### src/rtl/miner_controller.sv
// miner_controller: top-level sequencing FSM of the miner core.
// Drives the encoded controller_state bus decoded by the shift timer, launches
// one hash per nonce, steps the nonce and reports a golden nonce or exhaustion.
// Optional HASH watchdog: define MINER_CTRL_TIMEOUT_EN to build it.
//
// state      | meaning
// -----------+------------------------------------------------------------
// IDLE   000 | waiting for start; shift timer held in reset
// LOAD_MID 001 | shifting midstate into the header register
// LOAD_REM 010 | shifting remaining block; timer keeps counting from LOAD_MID
// HASH   011 | hash of current nonce in flight; first cycle pulses hash_start
// CHECK  100 | evaluate latched hit and end-of-range
// NEXT   101 | step nonce, relaunch hash without reloading the header
// FOUND  110 | golden nonce held on nonce
// EXHAUSTED 111 | range done without a hit
module miner_controller #(
  parameter int unsigned         NONCE_W        = 32,
  parameter logic [NONCE_W-1:0]  NONCE_START    = '0,
  parameter logic [NONCE_W-1:0]  NONCE_LAST     = '1,
  parameter int unsigned         TIMEOUT_CYCLES = 1024
) (
  input  logic               clk,
  input  logic               n_rst,
  input  logic               start,
  input  logic               abort,
  input  logic               midstate_shifts_done,
  input  logic               remaining_shifts_done,
  input  logic               hash_done,
  input  logic               hash_hit,
  output logic [2:0]         controller_state,
  output logic               shift_enable,
  output logic               hash_start,
  output logic [NONCE_W-1:0] nonce,
  output logic               found,
  output logic               exhausted,
  output logic               timeout_err
);

  // Encoding is fixed: the shift timer decodes these values directly.
  typedef enum logic [2:0] {
    S_IDLE      = 3'b000,
    S_LOAD_MID  = 3'b001,
    S_LOAD_REM  = 3'b010,
    S_HASH      = 3'b011,
    S_CHECK     = 3'b100,
    S_NEXT      = 3'b101,
    S_FOUND     = 3'b110,
    S_EXHAUSTED = 3'b111
  } state_t;

  state_t               state_q, state_d;
  logic [NONCE_W-1:0]   nonce_d;
  logic                 hit_q, hit_d;
  logic                 hash_start_d;
  logic                 timeout_err_d;
  logic                 wd_expired;

`ifdef MINER_CTRL_TIMEOUT_EN
  localparam int unsigned WD_W = $clog2(TIMEOUT_CYCLES + 1);
  logic [WD_W-1:0] wd_q;

  // Watchdog down-counter: reloads on HASH entry, terminal count = timeout.
  always_ff @(posedge clk or negedge n_rst) begin
    if (!n_rst) begin
      wd_q <= '0;
    end else if (hash_start_d) begin
      wd_q <= WD_W'(TIMEOUT_CYCLES - 1);
    end else if (state_q == S_HASH && wd_q != '0) begin
      wd_q <= wd_q - WD_W'(1);
    end
  end

  assign wd_expired = (state_q == S_HASH) && (wd_q == '0);
`else
  assign wd_expired = 1'b0;
`endif

  // Next-state and next-output decode; abort overrides every transition.
  always_comb begin
    state_d       = state_q;
    nonce_d       = nonce;
    hit_d         = hit_q;
    hash_start_d  = 1'b0;
    timeout_err_d = 1'b0;
    if (abort) begin
      state_d = S_IDLE;
    end else begin
      case (state_q)
        S_IDLE: begin
          if (start) begin
            state_d = S_LOAD_MID;
            nonce_d = NONCE_START;
          end
        end
        S_LOAD_MID: begin
          if (midstate_shifts_done) state_d = S_LOAD_REM;
        end
        S_LOAD_REM: begin
          if (remaining_shifts_done) begin
            state_d      = S_HASH;
            hash_start_d = 1'b1;
          end
        end
        S_HASH: begin
          // hash_start is high only in the first HASH cycle; a result there
          // cannot belong to the hash just launched.
          if (!hash_start && hash_done) begin
            state_d = S_CHECK;
            hit_d   = hash_hit;
          end else if (wd_expired) begin
            state_d       = S_CHECK;
            hit_d         = 1'b0;
            timeout_err_d = 1'b1;
          end
        end
        S_CHECK: begin
          if (hit_q)                    state_d = S_FOUND;
          else if (nonce == NONCE_LAST) state_d = S_EXHAUSTED;
          else                          state_d = S_NEXT;
        end
        S_NEXT: begin
          nonce_d      = nonce + NONCE_W'(1);
          state_d      = S_HASH;
          hash_start_d = 1'b1;
        end
        S_FOUND, S_EXHAUSTED: begin
          // Always pass through IDLE so the timer sees a reset cycle.
          if (start) state_d = S_IDLE;
        end
        default: state_d = S_IDLE;
      endcase
    end
  end

  // State, nonce and registered Moore outputs.
  always_ff @(posedge clk or negedge n_rst) begin
    if (!n_rst) begin
      state_q      <= S_IDLE;
      nonce        <= NONCE_START;
      hit_q        <= 1'b0;
      hash_start   <= 1'b0;
      shift_enable <= 1'b0;
      found        <= 1'b0;
      exhausted    <= 1'b0;
      timeout_err  <= 1'b0;
    end else begin
      state_q      <= state_d;
      nonce        <= nonce_d;
      hit_q        <= hit_d;
      hash_start   <= hash_start_d;
      shift_enable <= (state_d == S_LOAD_MID) || (state_d == S_LOAD_REM);
      found        <= (state_d == S_FOUND);
      exhausted    <= (state_d == S_EXHAUSTED);
      timeout_err  <= timeout_err_d;
    end
  end

  assign controller_state = state_q;

endmodule

### config.mk
export PLATFORM = sky130hd
export DESIGN_NAME = miner_controller
export DESIGN_NICKNAME = d
export VERILOG_FILES = /design/src/rtl/miner_controller.sv
export SDC_FILE = /design/constraint.sdc
export NUM_CORES = 1
export LEC_CHECK = 0
export ABC_AREA = 1
export BUFFER_PORTS_ARGS = -buffer_cell sky130_fd_sc_hd__buf_2
export CORE_MARGIN = 3
export CORE_UTILIZATION = 31
export CTS_CLUSTER_DIAMETER = 60
export DETAILED_ROUTE_END_ITERATION = 12
export PLACE_DENSITY = 0.58
export SLEW_MARGIN = 20
export SYNTH_ARGS = -nofsm -noshare
export SYNTH_HDL_FRONTEND = slang
export SYNTH_SLANG_ARGS = --single-unit
### constraint.sdc
create_clock -name clk -period 1.9 [get_ports clk]
set_input_delay 0 -clock clk [delete_from_list [all_inputs] [get_ports clk]]
set_output_delay 0 -clock clk [all_outputs]
set_load 0.005 [all_outputs]
# After elaboration in Yosys (flattened, before gate mapping)
# Index checks and enable logic that the tools add are counted.
# op_classes
add_sub_neg	1
n_eq_ne	13
muxes	14
n_bitwise	1
reduce_logical	8
# ops
operator	n
32-bit one-hot mux with 2 select lines	1
32-bit by 1-bit adder with 32-bit output, second input constant	1
32-bit equality test, second input constant	1
32-bit two-way mux	1
3-bit one-hot mux with 7 select lines	1
3-bit equality test, second input constant	6
3-bit two-way mux	6
3-bit by 2-bit equality test with 1-bit output, second input constant	3
3-bit by 1-bit equality test with 1-bit output, second input constant	2
3-bit AND reduction	2
2-bit two-way mux	2
3-bit logical NOT	1
1-bit two-way mux	2
2-bit != test, second input constant	1
1-bit one-hot mux with 2 select lines	1
2-bit nonzero test	1
2-bit OR reduction	1
1-bit logical AND	1
1-bit logical NOT	1
1-bit logical OR	1
1-bit inverter	1
# totals
register_bits	40
inputBits	8
out_inout_bits	40
wordCells	44

# Longest topological paths before layout
# depth
word_depth	7
ltp_mapped	12
depth_no_buf	12

# Worst setup path after synthesis
# No wires, ideal clock.
# synth_timing
path_type	reg2reg
startpoint	register nonce[0]
endpoint	register shift_enable
setup_time_ns	0.118
t_arrival_ns	1.476
required_ns	1.782
setup_slack_ns	0.306
path_stages_with_launch	13
n_path_buf	0
period_less_slack_ns	1.594
path_cell_list	dfrtp_1 > ha_1 > nand2_1 > nor2_1 > nand2_1 > nor2_2 > nand2_1 > nand2_1 > nand2_1 > nand2_1 > nand2_1 > nand3_1 > nand2_1
# synth_between
elab_chain_len	7
word_cells_on_any_way	8
classes_between	eq/ne (3); mux (4); reduce/logical (1)
# synth_rtl
element	line_no	rtl
from (decl)	33	output logic [NONCE_W-1:0] nonce,
from (signal assigned)	148	nonce <= nonce_d;
32-bit equality test *	118	else if (nonce == NONCE_LAST) state_d = S_EXHAUSTED;
2-bit two-way mux *	118	
2-bit two-way mux *	117	if (hit_q) state_d = S_FOUND;
3-bit one-hot mux with 7 select lines *	88	case (state_q)
3-bit two-way mux *	85	if (abort) begin
3-bit by 1-bit equality test with 1-bit output or 3-bit by 2-bit equality test with 1-bit output (tied branches)	151	shift_enable <= (state_d == S_LOAD_MID) || (state_d == S_LOAD_REM);
1-bit logical OR *	151	
to (signal assigned)	151	
to (decl)	31	output logic shift_enable,
# Mark *: on every way between the ends. The rest lies on a longest branch, timed or not.
# A chain may end at the register's enable or synchronous reset.

# Worst setup path in the final report
# layout_timing
startpoint	register state_q[1], in the netlist controller_state[1]
endpoint	register hash_start
# layout_between
elab_chain_len	3
word_cells_on_any_way	4
classes_between	eq/ne (2); mux (2)
# layout_rtl
element	line_no	rtl
from (decl)	51	state_t state_q, state_d;
from (signal assigned)	147	state_q <= state_d;
3-bit equality test or 3-bit by 2-bit equality test with 1-bit output (tied branches)	88	
1-bit one-hot mux with 2 select lines *	88	
1-bit two-way mux *	85	
net hash_start_d	54	logic hash_start_d;
to (signal assigned)	150	hash_start <= hash_start_d;
to (decl)	32	output logic hash_start,
# Mark *: on every way through the listed nets, which the timed path passes. The rest lies on a longest branch.

==> metrics.md <==
| Metric | Value |
|---|---|
| Most frequent cell after synthesis | `nand2_1` |
| Antenna violations before repair | `0` |
| Clock skew | `0.00908 ns` |
| Final Max Tran Viols | `0` |
| Number of synthesized flops with an enable pin | `0` |
| Sink Count | `40` |
| CTS Buf Count | `5` |
| IO Pins | `48` |
| Syn nets | `388` |
| Min Hold Slack | `around 0.20 ns` |
| Clock Tree Buf Depth | `2` |
| CTS clock-pin slew for the worst setup and hold paths | `0.08 ns` |
| Share of the synthesized area in the top cell type | `about two fifths` |
| Critical Path Source Type | `register` |
| Highest Signal Layer | `met4` |
| Synthesis-to-finish area growth | `21.5%` |
| Top post-synthesis cells by count | `108 x nand2_1, 63 x nor2_1, 42 x inv_1, 40 x dfrtp_1, 23 x nand3_1` |
| CP Class | `reg -> reg` |
| CP Buf/Inv Count | `4` |
| Cells after Synth | `379` |
| Crit path max-delay family | `buffers and inverters` |
| Setup violators final | `0` |
| Met1 WL | `3220 um` |
| Die Y | `slightly below 100 um` |
| CP arrival | `between 2 and 2.5 ns` |
| GRT Overall Usage | `between 10% and 20%` |
| DP HPWL | `around 5700 um` |
| Port Buffers | `46` |
| Cells after DPL | `527` |
| Fillers | `845` |
| TritonCTS clock tree | `built` |
| ANT nets after route | `0` |
| LEAKAGE | `1.53 nW` |
| Final worst-path cycle share | `94.3%` |
| Nets | `446` |
| Async set-reset flop share out of synthesis | `100%` |
| CP max stage delay | `0.55 ns` |
| CTS Root Cell | `clkbuf_8` |
| Mean routed wirelength per cell | `around 13 um` |
| Die X | `97.3 um` |
| Seq cells post-synth | `40` |
| Slowest cell on the critical path | `dlygate4sd3_1` |
| Status | `completed` |
| Initial Util | `between 30% and 40%` |
| Via/cell ratio | `4.87` |
| Largest cells by area after synthesis | `dfrtp_1 39%, nand2_1 16%, nor2_1 9.2%` |
| Count of different cell masters after synthesis | `31` |
| Row count | `32` |
| First-pass GRT wire length | `12200 um` |
| Number of global-route vias before repair | `2537` |
| Met3 Wirelength | `364 um` |
| Die Area | `9470 um^2` |
| Worst vdd ir | `0.253 mV` |
| Critical path fanouts, max | `14` |
| Avg Inst Size Synth | `6.82 um^2` |
| Core area | `7890 um^2` |
| Max-cap violations | `0` |
| Layout cells sized above 1 | `between 20% and 30%` |
| Metal2 WL | `3600 um` |
| Min cycle time layout | `1.79 ns` |
| Post-Syn Area | `2580 um^2` |
| N_diodes | `0` |
| DRC | `0` |
| Pwr dens | `approximately 630 nW/um^2` |
| GP Congestion | `0.888` |
| Final hold violation count | `0` |
| Total gr overflow | `0` |
| Hold Crit Class | `in -> async` |
| Final wirelength | `between 7000 and 8000 um` |
| Pre-Repair DR Iteration Count | `4` |
| Fin cells | `540` |
| H-Tree Depth | `2` |
| YS warnings | `0` |
| Leading register cell type out of synthesis | `dfrtp_1` |
| Sequential share of the synthesized area | `38.7%` |
| Largest net degree at the start of global routing | `41` |
| Via count | `2629` |
| Element type at the critical path end | `register` |
| RSZ-0062 raised after global routing | `yes` |
| Fmax | `0.558 GHz` |
| Biggest area consumer among synthesized cells | `dfrtp_1` |
| Worst path cell trace | `inv_2, nand2_2, nor2_8, buf_4, inv_1, a21oi_1, dlygate4sd3_1` |
| DRT iter0 DRCs | `115` |
| CP required | `2.13 ns` |
| Skew-Pair Late Insertion Delay | `around 0.29 ns` |
==> routing by layer <==
layer  up-vias  GRT usage (%)
met3         7           2.51
met1      1222           20.1
li1       1326              -
met2        74           27.5
met5         -              0
met4         0           4.15
==> final timing paths <==
path / depth (start not counted) / from / slack, ns / to
max: 7 / controller_state[1] / 0.11 / hash_start
min: 3 / n_rst / 0.20 / nonce[8]
max reg2reg: 7 / controller_state[1] / 0.11 / hash_start
min reg2reg: 2 / hit_q / 0.53 / hit_q
max in group asynchronous: 3 / n_rst / 1.49 / controller_state[0]
min in group clk: 7 / remaining_shifts_done / 0.21 / controller_state[0]
==> tightest hold or removal path: cells and delay by family <==
family                 cells  cell delay, ns
buffers and inverters      3            0.86
==> through the flow <==
step / setup slack (ns) / cell area, um^2 / power (mW) / TNS (ns) / util [%]
3_5_place_dp: 0.0578 / 2950 / 1.21 / 0 / 37.4
6_report: 0.108 / 3140 / 1.98 / 0 / 39.8
4_1_cts: 0.0385 / 3120 / 2.00 / 0 / 39.5
3_3_place_gp: 0.0506 / 2950 / 1.20 / 0 / 37.4
5_1_grt: -0.00560 / 3140 / 2.07 / -0.00560 / 39.8
2_1_floorplan: 0.306 / 2580 / 1.14 / 0 / -
==> sequential cells by signal, indices dropped and copies added (netlist names) <==
signal,flops
controller_state,3
exhausted,1
found,1
hash_start,1
hit_q,1
nonce,32
shift_enable,1
==> layout make-up <==
type	instances	area (um^2)	area share [%]
inverters	49	186	5.94
multi-input cells	283	1350	43.1
clock buffers	7	96.3	3.07
well taps	102	128	4.07
repair buffers	58	343	10.9
clock inverters	1	30.0	0.957
flip-flops and latches	40	1000	32.0
==> logic make-up after synthesis <==
| family | Yosys count | synth area share (%) |
|---|---|---|
| other | 1 | 0.145 |
| AO/OA/AOI/OAI | 35 | 7.94 |
| flip-flops | 40 | 38.7 |
| adder cells (fa/ha/maj) | 1 | 0.484 |
| buffers and inverters | 56 | 9.30 |
| AND/OR/NAND/NOR | 246 | 43.4 |
==> timing repair <==
| action | 4_1_cts | 5_1_grt |
|---|---|---|
| endpoints found under the setup margin | 0 | 9 |
| hold buffers | 4 | 0 |
| endpoints found under the hold margin | 42 | 0 |
| resized for setup | 0 | 6 |
| setup buffers | 0 | 1 |
==> where the power goes <==
group,switching [mW],total (mW),internal (mW)
clock network,0.316,0.780,0.464
logic,0.213,0.308,0.0949
registers,0.0209,0.893,0.872
total,0.550,1.98,1.43
==> cell usage in the layout, fill, tap and decap left out <==
cell and instances:
nor2_4 2, dfrtp_1 38, a2bb2oi_1 1, bufinv_16 1
dfrtp_2 2, a21o_1 2, buf_4 7, clkbuf_8 7
nor3_1 11, o21ai_1 7, inv_4 1, and3_1 1
o21a_1 2, inv_1 42, nor3_2 2, dlygate4sd3_1 4
nor3b_1 1, buf_12 1, a21oi_1 13, buf_2 46
nand3_2 3, conb_1 1, ha_1 1, o21ai_0 7
nor4_1 1, nor2_8 2, nand4_1 16, nand3_1 23
o21ai_4 1, nor2_2 8, nor2_1 62, inv_2 6
a211oi_1 2, nand2_1 107, nand2_2 7
No activity file was read; power rests on OpenSTA's default activity.
